$ cat config.mk
export PLATFORM = sky130hd
export DESIGN_NAME = updown_modn_counter
export DESIGN_NICKNAME = d
export VERILOG_FILES = /design/src/rtl/updown_modn_counter.sv
export SDC_FILE = /design/constraint.sdc
export NUM_CORES = 1
export LEC_CHECK = 0
export BUFFER_PORTS_ARGS = -buffer_cell sky130_fd_sc_hd__buf_2
export CAP_MARGIN = 5
export CORE_MARGIN = 5
export CORE_UTILIZATION = 50
export CTS_BUF_LIST = sky130_fd_sc_hd__clkbuf_4
export CTS_CLUSTER_DIAMETER = 80
export DETAILED_ROUTE_END_ITERATION = 7
export GPL_TIMING_DRIVEN = 0
export PLACE_DENSITY = 0.86
export SYNTH_ARGS = -nofsm -noshare
export SYNTH_HDL_FRONTEND = slang
export SYNTH_SLANG_ARGS = --single-unit
$ cat constraint.sdc
create_clock -name clock -period 4.3 [get_ports clock]
set_input_delay 0.43 -clock clock [delete_from_list [all_inputs] [get_ports clock]]
set_output_delay 0.43 -clock clock [all_outputs]
set_load 0.01 [all_outputs]
$ cat src/rtl/updown_modn_counter.sv
// Synchronous up/down counter made of DIGITS cascaded modulo-MODULUS digits, all on one clock edge.
// Optional saturating build: define UPDOWN_MODN_SAT_EN to hold at the terminal count instead of wrapping.
module updown_modn_counter #(
  parameter int WIDTH   = 4,
  parameter int MODULUS = 10,
  parameter int DIGITS  = 2
) (
  input  logic                      clock,
  input  logic                      clear,
  input  logic                      enable,
  input  logic                      m,
  input  logic                      load,
  input  logic [DIGITS*WIDTH-1:0]   load_value,
  output logic [DIGITS*WIDTH-1:0]   q,
  output logic                      tc,
  output logic                      wrap
);

  localparam logic [WIDTH-1:0] DMAX = WIDTH'(MODULUS - 1);

  // up_chain[i] / dn_chain[i]: every digit below i sits at its up / down limit.
  logic [DIGITS:0]             up_chain;
  logic [DIGITS:0]             dn_chain;
  logic [DIGITS*WIDTH-1:0]     q_step;
  logic [DIGITS*WIDTH-1:0]     q_load;

  assign up_chain[0] = 1'b1;
  assign dn_chain[0] = 1'b1;

  for (genvar i = 0; i < DIGITS; i++) begin : g_digit
    logic [WIDTH-1:0] d;
    logic [WIDTH-1:0] lv;
    logic [WIDTH-1:0] step;

    assign d  = q[i*WIDTH +: WIDTH];
    assign lv = load_value[i*WIDTH +: WIDTH];

    assign up_chain[i+1] = up_chain[i] & (d == DMAX);
    assign dn_chain[i+1] = dn_chain[i] & (d == '0);

    assign q_load[i*WIDTH +: WIDTH] = (lv > DMAX) ? DMAX : lv;

    always_comb begin
      step = d;
      if (!m && up_chain[i]) begin
        step = (d == DMAX) ? '0 : d + WIDTH'(1);
      end else if (m && dn_chain[i]) begin
        step = (d == '0) ? DMAX : d - WIDTH'(1);
      end
    end

    assign q_step[i*WIDTH +: WIDTH] = step;
  end

  assign tc = m ? dn_chain[DIGITS] : up_chain[DIGITS];

  always_ff @(posedge clock) begin
    if (clear) begin
      q    <= '0;
      wrap <= 1'b0;
    end else if (load) begin
      q    <= q_load;
      wrap <= 1'b0;
    end else if (enable) begin
`ifdef UPDOWN_MODN_SAT_EN
      if (!tc) begin
        q <= q_step;
      end
      wrap <= 1'b0;
`else
      q    <= q_step;
      wrap <= tc;
`endif
    end else begin
      wrap <= 1'b0;
    end
  end

endmodule

# --- Word level (Yosys, flattened, before mapping) ---
# Index checks and enable logic that the tools add are counted.
totals:
  elab_cells: 35
  ff_bits: 9
  output_inout_bits: 10
  inputBits: 13
classes:
  add_sub_neg: 4
  muxes: 12
  reduce_logical: 9
  eq_ne: 2
  magnitude_cmp: 2
  bitwise: 3
op_table:
  columns: ["operator", "count"]
  rows:
  - ["2-to-1 mux 4 bit", 9]
  - ["2-to-1 mux 8 bit", 2]
  - ["adder 4 x 1 -> 4 bit, second input constant", 2]
  - ["equality test 4 bit, second input constant", 2]
  - ["> comparator 4 bit, second input constant", 2]
  - ["logical NOT 4 bit", 2]
  - ["subtractor 4 x 1 -> 4 bit, second input constant", 2]
  - ["nonzero test 3 bit", 1]
  - ["OR reduction 3 bit", 1]
  - ["bitwise AND 1 bit", 2]
  - ["logical AND 1 bit", 2]
  - ["AND reduction 2 bit", 1]
  - ["nonzero test 2 bit", 1]
  - ["logical NOT 1 bit", 1]
  - ["2-to-1 mux 1 bit", 1]
  - ["inverter 1 bit", 1]

# --- Longest topological paths before layout ---
depth:
  ltp_word: 6
  mapped_depth: 6
  mapped_depth_nobuf: 4

# --- Worst setup path after synthesis ---
# Ideal clock, no wire load.
synth_timing:
  path_kind: "input to output"
  startpoint: "input m"
  endpoint: "output tc"
  stages: 4
  n_path_buf: 1
  required_time_ns: 3.870
  arrival_time_ns: 1.178
  setup_slack_ns: 2.692
  cell_sequence: "buf_4 > nor3b_4 > nand3_1 > a21boi_1"
synth_between:
  elab_chain_len: 1
synth_rtl:
  columns: ["element", "line_no", "source"]
  rows:
  - ["start: declaration", "11", "input logic m,"]
  - ["2-to-1 mux 1 bit", "55", "assign tc = m ? dn_chain[DIGITS] : up_chain[DIGITS];"]
  - ["end: declaration", "15", "output logic tc,"]
# No other way between the ends.

# --- Final worst setup path ---
layout_timing:
  startpoint: "register q[2]"
  endpoint: "output tc"
layout_between:
  elab_chain_len: 3
  word_cells_on_any_way: 5
  cone_classes: "1 x eq/ne; 1 x mux; 2 x bitwise; 1 x reduce/logical"
layout_rtl:
  columns: ["element", "line_no", "source"]
  rows:
  - ["start: declaration", "14", "output logic [DIGITS*WIDTH-1:0] q,"]
  - ["start signal: assignment", "62", "q <= q_load;"]
  - ["start signal: assignment", "71", "q <= q_step;"]
  - ["equality test 4 bit or logical NOT 4 bit (tied branches)", "38, 39", null]
  - ["bitwise AND 1 bit (on tied branches)", "38, 39", null]
  - ["2-to-1 mux 1 bit *", "55", null]
# Every way passes the cells marked *; elsewhere a longest branch is shown, timed or not.

==> impl_metrics.tcl <==
set metrics [dict create \
    clock.fmax_mhz 499 \
    instances_no_fill 148 \
    critPathMaxFanout 10 \
    synth_warnings 0 \
    tns_ps 0 \
    crit_required_ps 3870 \
    postPlaceCellArea_um2 980 \
    rsz0062_at_grt "no" \
    finalHoldViolations 0 \
    criticalPathCategory "reg2out" \
    fin_crit_ps 2010 \
    drive_gt1_share_pct 31.3 \
    tightest_slew_ps 455 \
    ys_ff_latch 9 \
    io_pins 23 \
    maxSlewViolCount 0 \
    port_buffers 20 \
    dieArea_um2 2650 \
    cts_resized 0 \
    netlist_instances 107 \
    fin_skew_ps 9.63 \
    via_per_inst 6.14 \
    first_global_vias 757 \
    fp-row-count 15 \
    maxCapViolCount 0 \
    area_growth_syn_to_layout_pct 17.6 \
    crit_chain "buf_4 > nor2_2 > nand3_1 > a21boi_1 > buf_2" \
    syn_nets 120 \
    dr_total_vias 908 \
    synth_seq_area_share_pct 21.0 \
    synth.distinct_cells 50 \
    cts_sinks 9 \
    sw_frac_of_total_pct 33.8 \
    ys_async_sr_fraction_pct 0 \
    syn-cell-area_um2 858 \
    relSlewSlack_pct 69.7 \
    cp-start-kind "register" \
    pre_cts_ws_ps 2430 \
    worstSkewPairLatency_ps 270 \
    p_clk_share_pct 28.3 \
    antenna_cells 0 \
    seqPwrFrac_pct 36.1 \
    wl_um 2020 \
    cpPeakStageDelay_ps 330 \
    final_antenna_net_count 0 \
    p_leak_nw 0.415 \
    setup_viol 0 \
    p_switching_uw 88.8 \
    cts_buffer_depth 2 \
    fin_area_um2 1010 \
    synth_enable_flop_cells 0 \
    post_cts_buffers 0 \
    clockRootBuffer "clkbuf_4" \
    power_uw 263 \
    crit_slowest_cell "nor2_2" \
    dpl.cell_count 144 \
    p_int_uw 174 \
    dpl.hpwl_um 1480 \
    grt_pass1_wl_um 3350 \
    period_share_pct 46.6 \
    status "complete, no violations" \
    pwr-share-comb_pct 35.6 \
    clk_pin_slew_worst_paths_ps 70 \
    drt_iter0_markers 36 \
    worstPathArrival_ps 1580 \
    grt_antenna_before_repair 0 \
    synth.avg_cell_area_um2 8.02 \
    end_kind "output pin" \
    core_um2 1670 \
    htree_levels 1 \
    ys.flop_type "dfxtp_1" \
    grt_use_total_pct 16.5 \
    first_pass_iters 4 \
    gp_congestion 0.784 \
    cts_tree "yes" \
    detail_route.wl_per_cell_um 13.6 \
    grt_max_degree 11 \
    start_util_pct 51.4 \
    cellPowerDensity_nw_per_um2 261 \
    cts_buffers 3 \
    drc 0 \
    die_x_um 51.4 \
    nets 145 \
    die_h_um 51.4 \
    peakVddDrop_mv 0.178 \
    hold_buffers 0 \
    setup_ws_ps 2290 \
    overflow 0 \
    worstHoldPathType "in2reg" \
]
state kept, by name (all words and copies together) (netlist names):
register and count:
q 8, wrap 1
routing by layer:
layer | vias up | GRT usage, % | routed length, um
met1 | 415 | 22.6 | 940
met5 | - | 0 | 0
met3 | 5 | 2.04 | 120
met4 | 0 | 9.17 | 52
li1 | 448 | - | -
met2 | 40 | 24.8 | 902
placed cells by master (no fill, tap or decap), drive strengths merged, types with 2 or more instances in the layout:
master   instances
buf             30
nor2            11
dfxtp            9
o21ai            8
a21oi            6
nor2b            5
nand2b           5
a221oi           5
clkbuf           5
nand2            4
nor3b            4
nand3            3
nor3             3
and3b            2
and2             2
nand3b           2
o211ai           2
a2111oi          2
final timing paths:
check                startpoint  endpoint  slack [ps]  depth (start not counted)
setup / recovery           q[2]        tc        2290                          5
hold / removal    load_value[2]      q[2]         450                          3
hold reg to reg            q[0]      q[3]         670                          3
setup reg to reg           q[4]      q[7]        2720                          5
cell usage after synthesis (all sizes together), types with 2 or more instances:
cell / n / share of area (%)
and2: 2 / 1.5
buf: 10 / 8.6
nand3: 3 / 1.7
a21oi: 6 / 3.5
o211ai: 2 / 3.4
a2111oi: 2 / 2.2
nor3b: 4 / 5.4
nand2b: 5 / 3.6
dfxtp: 9 / 21
o21ai: 8 / 4.7
nor2: 11 / 5.1
nor3: 3 / 1.7
nand2: 4 / 1.7
nor2b: 5 / 3.6
nand3b: 2 / 1.7
a221oi: 5 / 5.8
and3b: 2 / 2.0
cell type report:
| class | count | area, um^2 |
|---|---|---|
| Fill cell | 152 | 661 |
| Multi-Input combinational cell | 85 | 593 |
| Sequential cell | 9 | 180 |
| Timing Repair Buffer | 20 | 100 |
| Buffer | 11 | 77.6 |
| Clock buffer | 4 | 30.0 |
| Tap cell | 17 | 21.3 |
| Inverter | 2 | 7.51 |
through the flow:
stage,util [%],hold slack (ps)
CTS,60.4,454
global placement,58.7,652
detailed placement,58.7,664
floorplan,-,604
finish,60.4,451
global route,60.4,462
power by group through the flow:
stage,clock network [mW],registers (mW),logic (mW)
final,0.0744,0.0950,0.0937
after global routing,0.0813,0.0961,0.103
after CTS,0.0758,0.0950,0.0934
after detailed placement,0,0.0970,0.0927
after global placement,0,0.0967,0.0905
after floorplan,0,0.0994,0.0659
worst max-delay path, delay by kind of cell (launching register included):
family | cells | cell delay (ps)
AO/OA/AOI/OAI | 1 | 210
buffers and inverters | 2 | 320
flip-flops | 1 | 310
AND/OR/NAND/NOR | 2 | 450
cells by family after synthesis:
| logic type | share of synthesized area [%] |
|---|---|
| AO/OA/AOI/OAI | 31.6 |
| flip-flops | 21.0 |
| XOR/XNOR | 2.04 |
| buffers and inverters | 9.91 |
| multiplexers | 2.48 |
| AND/OR/NAND/NOR | 32.9 |
Note: power is estimated with default switching activity, not from simulation.
